<file path="config.mk">
export PLATFORM = sky130hd
export DESIGN_NAME = pid_ctrl_param
export DESIGN_NICKNAME = d
export VERILOG_FILES = /design/src/rtl/pid_pkg.sv /design/src/rtl/pid_sat.sv /design/src/rtl/pid_ctrl_param.sv
export SDC_FILE = /design/constraint.sdc
export NUM_CORES = 1
export LEC_CHECK = 0
export BUFFER_PORTS_ARGS = -buffer_cell sky130_fd_sc_hd__buf_2
export CAP_MARGIN = 20
export CORE_ASPECT_RATIO = 0.9
export CORE_UTILIZATION = 61
export DETAILED_ROUTE_END_ITERATION = 8
export PLACE_DENSITY = 0.78
export SYNTH_ARGS = -nofsm -noshare
export SYNTH_HDL_FRONTEND = slang
export SYNTH_SLANG_ARGS = --single-unit
</file>
<file path="constraint.sdc">
create_clock -name clk -period 9.76 [get_ports clk]
set_input_delay 1.952 -clock clk [delete_from_list [all_inputs] [get_ports clk]]
set_output_delay 1.952 -clock clk [all_outputs]
set_load 0.005 [all_outputs]
</file>
<file path="src/rtl/pid_pkg.sv">
// Shared types, width helpers and default gains for the pid_ctrl_param block.
package pid_pkg;

  typedef enum logic [2:0] {
    IDLE = 3'd0,
    ERR  = 3'd1,
    MUL  = 3'd2,
    SUM  = 3'd3,
    HOLD = 3'd4
  } pid_state_e;

  // Unity, zero, zero in the default Q4.4 gain format.
  localparam logic [7:0] DEF_KP = 8'h10;
  localparam logic [7:0] DEF_KI = 8'h00;
  localparam logic [7:0] DEF_KD = 8'h00;

  // Number of bits needed to hold the unsigned value v (at least 1).
  function automatic int bits_for(input longint unsigned v);
    int n;
    n = 1;
    for (int i = 1; i < 64; i++) begin
      if ((v >> i) != 0) n = i + 1;
    end
    return n;
  endfunction

  function automatic int max2(input int a, input int b);
    return (a > b) ? a : b;
  endfunction

endpackage

</file>
<file path="src/rtl/pid_sat.sv">
// Signed clamp of din into [lo, hi] with over/under flags; width set by W.
module pid_sat #(
  parameter int W = 16
) (
  input  logic signed [W-1:0] din,
  input  logic signed [W-1:0] lo,
  input  logic signed [W-1:0] hi,
  output logic signed [W-1:0] dout,
  output logic                over,
  output logic                under
);

  always_comb begin
    dout  = din;
    over  = 1'b0;
    under = 1'b0;
    if (din > hi) begin
      dout = hi;
      over = 1'b1;
    end else if (din < lo) begin
      dout  = lo;
      under = 1'b1;
    end
  end

endmodule

</file>
<file path="src/rtl/pid_ctrl_param.sv">
// Multi-cycle PID controller with integral anti-windup and saturated output.
// Define PID_DERIV_EN to build the derivative path and prev_error register.
module pid_ctrl_param
  import pid_pkg::*;
#(
  parameter int          DW   = 8,
  parameter int          GW   = 8,
  parameter int          FRAC = 4,
  parameter int unsigned ILIM = 2**(DW+FRAC)-1
) (
  input  logic          clk,
  input  logic          rst,
  input  logic          in_valid,
  output logic          in_ready,
  input  logic [DW-1:0] setpoint,
  input  logic [DW-1:0] feedback,
  input  logic [GW-1:0] kp,
  input  logic [GW-1:0] ki,
  input  logic [GW-1:0] kd,
  input  logic          clear,
  output logic          out_valid,
  input  logic          out_ready,
  output logic [DW-1:0] control_out,
  output logic          sat_hi,
  output logic          sat_lo
);

  localparam int EW  = DW + 1;                 // error
  localparam int PW  = GW + EW + 1;            // gain * error
  localparam int DEW = EW + 1;                 // error difference
  localparam int DPW = GW + DEW + 1;           // gain * difference
  localparam int IW  = bits_for(64'(ILIM)) + 1; // clamped integral
  localparam int ISW = max2(IW, PW) + 1;       // integral before clamp
  localparam int SW  = max2(max2(PW, IW), DPW) + 2;

  localparam logic signed [ISW-1:0] ILIM_POS = ISW'(ILIM);
  localparam logic signed [ISW-1:0] ILIM_NEG = -ILIM_POS;
  localparam logic signed [SW-1:0]  OUT_MAX  = SW'((64'd1 << DW) - 64'd1);

  pid_state_e state_q, state_d;
  logic [DW-1:0] sp_q, sp_d, fb_q, fb_d;
  logic [GW-1:0] kp_q, kp_d, ki_q, ki_d;
  logic signed [EW-1:0]  err_q, err_d;
  logic signed [PW-1:0]  p_q, p_d;
  logic signed [IW-1:0]  integral_q, integral_d;
  logic signed [DPW-1:0] d_q, d_d;
  logic [DW-1:0] ctrl_q, ctrl_d;
  logic sat_hi_q, sat_hi_d, sat_lo_q, sat_lo_d;
  logic out_valid_q, out_valid_d;

  logic signed [GW:0]    kp_s, ki_s;
  logic signed [PW-1:0]  p_calc, i_prod;
  logic signed [ISW-1:0] isum, isat;
  logic signed [DPW-1:0] d_calc;
  logic signed [SW-1:0]  s_full, s_shift, s_clip;
  logic isat_over, isat_under, clip_over, clip_under;

  assign kp_s   = $signed({1'b0, kp_q});
  assign ki_s   = $signed({1'b0, ki_q});
  assign p_calc = PW'(kp_s) * PW'(err_q);
  assign i_prod = PW'(ki_s) * PW'(err_q);
  assign isum   = ISW'(integral_q) + ISW'(i_prod);
  assign s_full = SW'(p_q) + SW'(integral_q) + SW'(d_q);
  assign s_shift = s_full >>> FRAC;

`ifdef PID_DERIV_EN
  logic [GW-1:0] kd_q, kd_d;
  logic signed [EW-1:0]  prev_err_q, prev_err_d;
  logic signed [GW:0]    kd_s;
  logic signed [DEW-1:0] e_diff;
  assign kd_s   = $signed({1'b0, kd_q});
  assign e_diff = DEW'(err_q) - DEW'(prev_err_q);
  assign d_calc = DPW'(kd_s) * DPW'(e_diff);
`else
  logic unused_kd;
  assign unused_kd = ^kd;
  assign d_calc    = '0;
`endif

  pid_sat #(.W(ISW)) u_isat (
    .din   (isum),
    .lo    (ILIM_NEG),
    .hi    (ILIM_POS),
    .dout  (isat),
    .over  (isat_over),
    .under (isat_under)
  );

  pid_sat #(.W(SW)) u_clip (
    .din   (s_shift),
    .lo    ('0),
    .hi    (OUT_MAX),
    .dout  (s_clip),
    .over  (clip_over),
    .under (clip_under)
  );

  // Clamped values fit the narrower registers; the upper bits are sign copies.
  logic unused_bits;
  assign unused_bits = ^{isat[ISW-1:IW], s_clip[SW-1:DW], isat_over, isat_under};

  always_comb begin
    state_d     = state_q;
    sp_d        = sp_q;
    fb_d        = fb_q;
    kp_d        = kp_q;
    ki_d        = ki_q;
    err_d       = err_q;
    p_d         = p_q;
    integral_d  = integral_q;
    d_d         = d_q;
    ctrl_d      = ctrl_q;
    sat_hi_d    = sat_hi_q;
    sat_lo_d    = sat_lo_q;
    out_valid_d = out_valid_q;
`ifdef PID_DERIV_EN
    kd_d        = kd_q;
    prev_err_d  = prev_err_q;
`endif
    case (state_q)
      IDLE: begin
        if (clear) begin
          integral_d = '0;
`ifdef PID_DERIV_EN
          prev_err_d = '0;
`endif
        end else if (in_valid) begin
          sp_d    = setpoint;
          fb_d    = feedback;
          kp_d    = kp;
          ki_d    = ki;
`ifdef PID_DERIV_EN
          kd_d    = kd;
`endif
          state_d = ERR;
        end
      end
      ERR: begin
        err_d   = $signed({1'b0, sp_q}) - $signed({1'b0, fb_q});
        state_d = MUL;
      end
      MUL: begin
        p_d        = p_calc;
        integral_d = isat[IW-1:0];
        d_d        = d_calc;
        state_d    = SUM;
      end
      SUM: begin
        ctrl_d      = s_clip[DW-1:0];
        sat_hi_d    = clip_over;
        sat_lo_d    = clip_under;
`ifdef PID_DERIV_EN
        prev_err_d  = err_q;
`endif
        out_valid_d = 1'b1;
        state_d     = HOLD;
      end
      HOLD: begin
        if (out_ready) begin
          out_valid_d = 1'b0;
          state_d     = IDLE;
        end
      end
      default: state_d = IDLE;
    endcase
  end

  always_ff @(posedge clk or posedge rst) begin
    if (rst) begin
      state_q     <= IDLE;
      sp_q        <= '0;
      fb_q        <= '0;
      kp_q        <= '0;
      ki_q        <= '0;
      err_q       <= '0;
      p_q         <= '0;
      integral_q  <= '0;
      d_q         <= '0;
      ctrl_q      <= '0;
      sat_hi_q    <= 1'b0;
      sat_lo_q    <= 1'b0;
      out_valid_q <= 1'b0;
`ifdef PID_DERIV_EN
      kd_q        <= '0;
      prev_err_q  <= '0;
`endif
    end else begin
      state_q     <= state_d;
      sp_q        <= sp_d;
      fb_q        <= fb_d;
      kp_q        <= kp_d;
      ki_q        <= ki_d;
      err_q       <= err_d;
      p_q         <= p_d;
      integral_q  <= integral_d;
      d_q         <= d_d;
      ctrl_q      <= ctrl_d;
      sat_hi_q    <= sat_hi_d;
      sat_lo_q    <= sat_lo_d;
      out_valid_q <= out_valid_d;
`ifdef PID_DERIV_EN
      kd_q        <= kd_d;
      prev_err_q  <= prev_err_d;
`endif
    end
  end

  assign in_ready    = (state_q == IDLE);
  assign out_valid   = out_valid_q;
  assign control_out = ctrl_q;
  assign sat_hi      = sat_hi_q;
  assign sat_lo      = sat_lo_q;

endmodule

</file>
# Word-level counts from Yosys, hierarchy flattened
# Index checks and enable logic that the tools add are counted.
[word_totals]
ff_bits = 86
in_bits = 45
out_inout_bits = 12
word_cells = 52
[op_classes]
addsub = 3
mul = 2
magnitude_cmp = 4
n_eq_ne = 8
mux = 15
bitwise_logic = 1
reduce_logical = 7
[op_table]
columns = ["operator", "n"]
rows = [
  ["$mux 13", 3],
  ["$mul 9x9->18", 2],
  ["$pmux 13 s2", 1],
  ["$add 13x18->19", 1],
  ["$add 18x13->19", 1],
  ["$gt 19x13->1 const B", 1],
  ["$lt 19x13->1 const B", 1],
  ["$mux 8", 2],
  ["$gt 15x9->1 const B", 1],
  ["$lt 15x1->1 const B", 1],
  ["$pmux 3 s5", 1],
  ["$mux 3", 3],
  ["$sub 8x8->9", 1],
  ["$eq 3x2->1 const B", 2],
  ["$ne 2x2->1 const B", 3],
  ["$reduce_and 3->1", 2],
  ["$mux 1", 4],
  ["$reduce_and 2->1", 2],
  ["$reduce_bool 2->1", 2],
  ["$eq 3x1->1 const B", 1],
  ["$eq 3x3->1 const B", 1],
  ["$logic_not 3->1", 1],
  ["$ne 2x1->1 const B", 1],
  ["$pmux 1 s2", 1],
  ["$not 1->1", 1],
]

# Depth between registers and ports, before layout
[depth]
word_depth = 6
ltp_mapped = 22
mapped_depth_nobuf = 20

# Cells and area by module
# From an unflattened synthesis, not the netlist that was laid out.
[unflattened]
cells_unflattened = 1582
area_unflattened_um2 = 13818.3
[by_module_without_submodules]
columns = ["mod", "instances", "cells_each", "area_each_um2", "seq_area_each_um2"]
rows = [
  ["pid_ctrl_param", 1, 1034, 9867.0, 2152.1],
  ["pid_sat (u_clip)", 1, 297, 2099.5, 0.0],
  ["pid_sat (u_isat)", 1, 251, 1851.8, 0.0],
]

# Least setup slack after synthesis
# Ideal clock, no wire load.
[synth_timing]
kind = "flip-flop to flip-flop"
startpoint = "register err_q[8]"
endpoint = "register integral_q[10]"
setup_ps = 138
arrival_time_ps = 5728
t_required_ps = 9622
setup_slack_ps = 3895
path_stages_with_launch = 21
n_path_buf = 2
period_less_slack_ps = 5865
path_cell_list = "dfrtp_1 > clkbuf_1 > inv_2 > nor2_1 > fa_1 > fa_1 > fa_1 > fa_1 > inv_1 > fa_1 > inv_1 > ha_1 > a211oi_2 > o21bai_2 > or3_4 > o211a_1 > o311a_1 > and2_4 > a31oi_2 > buf_6 > a22oi_1"
[synth_via]
elab_chain_cells = 6
elab_cells_between_ends = 7
cone_classes = "1 x add/sub; 1 x mul; 2 x order compare; 3 x mux"
[synth_lines]
columns = ["item", "line", "source"]
rows = [
  ["start: declaration", "pid_ctrl_param.sv:43", "logic signed [EW-1:0] err_q, err_d;"],
  ["start signal: assignment", "pid_ctrl_param.sv:193", "err_q <= err_d;"],
  ["$mul 9x9->18 (*)", "pid_ctrl_param.sv:61", "assign i_prod = PW'(ki_s) * PW'(err_q);"],
  ["$add 13x18->19 (*)", "pid_ctrl_param.sv:62", "assign isum = ISW'(integral_q) + ISW'(i_prod);"],
  ["$lt 19x13->1", "pid_sat.sv:20", "end else if (din < lo) begin"],
  ["$mux 13", "pid_sat.sv:20", ""],
  ["$mux 13 (*)", "pid_sat.sv:17", "if (din > hi) begin"],
  ["$pmux 13 s2 (*)", "pid_ctrl_param.sv:120", "case (state_q)"],
  ["end signal: assignment", "pid_ctrl_param.sv:195", "integral_q <= integral_d;"],
  ["end: declaration", "pid_ctrl_param.sv:45", "logic signed [IW-1:0] integral_q, integral_d;"],
]
# Mark *: on every way between the ends. The rest lies on a longest branch, timed or not.
# A chain may end at the register's enable or synchronous reset.

# Final worst setup path
# Same ends and word-level chain as after synthesis.

==> implementation parameters <==
Parameter                              Value

Outcome
  Status ... finished, violations left
  Violations in the final reports ... design-rule violations

Placement
  Port Buffers ... 48
  Post-place setup slack ... roughly 3.2 ns
  Gp weighted congestion ... 0.881
  Placement Cell Area ... 10600 um^2
  Half-perimeter wire length after placement ... 16.1 mm
  Total instance count after detailed placement ... 1321

Timing
  Final Hold Violating Endpoints ... 0
  Unrepaired setup endpoints after global routing ... false
  Final total negative setup slack ... 0 ns
  Post-route clock skew ... 0.00395 ns
  Smallest setup slack after layout ... 3.14 ns
  Upper clock frequency limit ... 151 MHz
  Setup-violating endpoint count in the final report ... 0
  Fin crit share ... 0.678
  Tightest Pin Transition ... 0.880 ns
  Minimum clock period ... roughly 6.6 ns
  Slew headroom ... 0.412
  Count of pins over their slew limit ... 0

Routing
  Total DRC errors in the routed layout ... 2
  Post-detailed-route wirelength per cell ... roughly 16 um
  Vias/cell ... between 5 and 6
  First drt pass iteration count ... 7
  Total number of vias ... 7686
  Final antenna-violating net count ... 0
  Total detailed-routing wirelength ... 20.8 mm
  Starting DRC count in detailed routing ... about 380

Setup path
  Worst Path Required ... between 9 and 10 ns
  Ordered list of cells on the worst path ... inv_2 -> nor2_1 -> fa_1 -> fa_1 -> fa_1 -> fa_1 -> inv_1 -> fa_1 -> inv_1 -> ha_1 -> a211oi_2 -> o21bai_2 -> or3_4 -> o211a_1 -> o311a_1 -> and2_4 -> a31oi_2 -> a22oi_1
  Count of cells along the worst register-to-register path ... 18
  Capture instance of the worst register-to-register path ... integral_q[10]
  R2R Setup Slk ... 3.14 ns
  Arrival time worst endpoint ... 6.82 ns
  Buf/Inv on CP ... 3
  Number of logic stages on the critical path including buffering ... 18
  Start of the worst register-to-register path ... err_q[8]
  Type of the worst setup path ... reg -> reg
  Family of cells with the greatest summed delay on the critical path ... adder cells
  Startpoint Class ... flop
  Delay of the slowest cell on the worst path ... 0.76 ns
  Crit path max-delay cell type ... dfrtp_1
  CP most frequent cell ... fa_1
  Biggest fanout along the worst timing path ... 12
  Worst Setup End Kind ... flop

Yosys
  Syn. warnings ... 0
  Distinct cells, synth ... 73
  Cells after Synth ... 1099
  Top_reg_cell synth ... dfrtp_1
  Area share of the largest cell type after synthesis ... 0.211
  Net count after synthesis ... 1380
  Proportion of register bits with asynchronous set or reset after synthesis ... 1.00
  Mean instance size in the synthesized netlist ... 9.28 um^2
  Yosys top cell by area ... dfrtp_1
  Count of flip-flops with a built-in enable after synthesis ... 0
  Leading post-synthesis cells by cell area ... dfrtp_1, fa_1, ha_1, inv_1, nand2_1
  Netlist Area Pre-Place ... roughly 10000 um^2
  Part of the Yosys area used for sequential elements ... 0.211
  Register bit count reported by yosys ... between 80 and 90

Clock tree
  Deepest clock path buffer count ... 2
  Clk Tree Root Cell ... clkbuf_16
  Number of gates resized after CTS ... 0
  CTS HTree Levels ... 3
  Clock tree from TritonCTS ... done
  Buffers inserted by post-CTS timing repair ... 0
  Number of buffers added by the clock tree synthesis step ... 9
  Number of hold buffers added after CTS ... 0
  Clock slew seen by the registers of the worst setup and hold paths ... 0.06 ns
  Sink count of the clock tree ... 86
  Worst skew pair latency ... 0.35 ns

Floorplan
  Chip width ... 138 um
  Core region area ... 16200 um^2
  Overall die height ... 125 um
  Number of rows created at floorplan ... 44
  Effective utilization at floorplan ... 0.628
  Top-Level Pins ... 57
  Total die area ... 17200 um^2

GRT
  Largest net degree at the start of global routing ... 50
  Vias in the first global route ... 7665
  Total global routing overflow ... 0
  Wire length of the first global-routing pass ... 35.9 mm
  Antenna violations before repair ... 0
  GRT Overall Usage ... 0.259

Cells and area
  Final net count ... 1406
  Final standard cell area without fillers ... approximately 11000 um^2
  Ratio of cells with drive above 1 in the final layout ... 0.106
  Area growth from synthesis to final layout ... 6.37%
  Filler-free cell count of the finished design ... roughly 1.3k
  Number of diodes added for antenna fixing ... 0

Min path
  Kind of path behind the tightest hold check ... reg -> reg
  Hold path depth ... 2
  End point of the worst hold path ... p_q[6]
  Startpoint of the tightest hold check path ... p_q[6]

Job
  Number of max-cap violations ... 0
==> cell usage after synthesis, types with 9 or more instances <==
master,n
a211oi_1,9
a21o_1,13
mux2_2,32
o21ai_0,47
nor2_1,39
and2_1,67
a22oi_1,15
fa_1,102
dfrtp_1,86
clkbuf_1,30
nand2_1,145
nand2b_1,14
nor3_1,11
o21a_1,9
ha_1,134
inv_1,162
xor2_1,12
xnor2_1,19
a21oi_1,33
nor2b_1,9
==> cell type report <==
type	instances	area (um^2)
clock buffer	11	243
clock inverter	2	35.0
fill	1303	5400
inverter	163	613
multi-input combinational	814	7280
sequential	86	2150
tap	207	259
timing repair buffer	51	263
==> per-stage QoR <==
stage                     hold WS, ns   util
after floorplan                 0.438      -
after global placement          0.461  0.651
after CTS                       0.483  0.668
after global routing            0.502  0.668
after detailed placement        0.469  0.651
final                           0.488  0.668
==> registers in the layout, indices dropped and copies added, names as in the netlist <==
| register | cells |
|---|---|
| sp_q | 8 |
| out_valid | 1 |
| sat_lo | 1 |
| integral_q | 13 |
| sat_hi | 1 |
| control_out | 8 |
| state_q | 3 |
| ki_q | 8 |
| p_q | 18 |
| kp_q | 8 |
| err_q | 9 |
| fb_q | 8 |
==> tightest hold or removal path: cells and delay by family (launching register included) <==
| kind | cells | cell delay (ns) |
|---|---|---|
| flip-flops | 1 | 0.35 |
| AND/OR/NAND/NOR | 2 | 0.10 |
==> layout by cell type, fill, tap and decap left out, types with 6 or more instances in the layout <==
master	count
a21o_1	13
a211oi_1	9
fa_1	102
mux2_2	32
o21ai_0	47
nor2b_1	9
nand2b_1	14
nor3_1	11
xor2_1	12
and2_1	67
a2bb2oi_1	6
nor2_1	39
xnor2_1	19
a22oi_1	15
inv_1	161
ha_1	134
nand2_1	145
buf_2	48
dfrtp_1	86
nand3_1	8
o21a_1	9
clkbuf_16	9
a21oi_1	33
==> how the worst max path moves through the flow <==
| stage | startpoint | to |
|---|---|---|
| CTS | err_q[8] | integral_q[10] |
| detailed placement | err_q[8] | integral_q[10] |
| finish | err_q[8] | integral_q[10] |
| global route | err_q[8] | integral_q[10] |
| global placement | err_q[8] | integral_q[2] |
| floorplan | err_q[8] | integral_q[10] |
==> kinds of logic (layout without fill, tap and decap cells) <==
group                    count (synthesis)  in the layout  synth area share
AND/OR/NAND/NOR                        327            327             0.159
adder cells (fa/ha/maj)                236            236             0.365
buffers and inverters                  199            227            0.0749
AO/OA/AOI/OAI                          188            188             0.128
flip-flops                              86             86             0.211
multiplexers                            32             32            0.0353
XOR/XNOR                                31             31            0.0266
==> routing by layer <==
| metal | track usage | routed length [um] | up-vias |
|---|---|---|---|
| met5 | 0 | 0 | - |
| li1 | - | - | 3689 |
| met1 | 0.345 | 9300 | 3839 |
| met4 | 0.0839 | 407 | 0 |
| met3 | 0.0450 | 873 | 25 |
| met2 | 0.432 | 10200 | 133 |
Power is not shown: default switching activity piles up to over one toggle a cycle in this logic, so the estimate is an artifact.
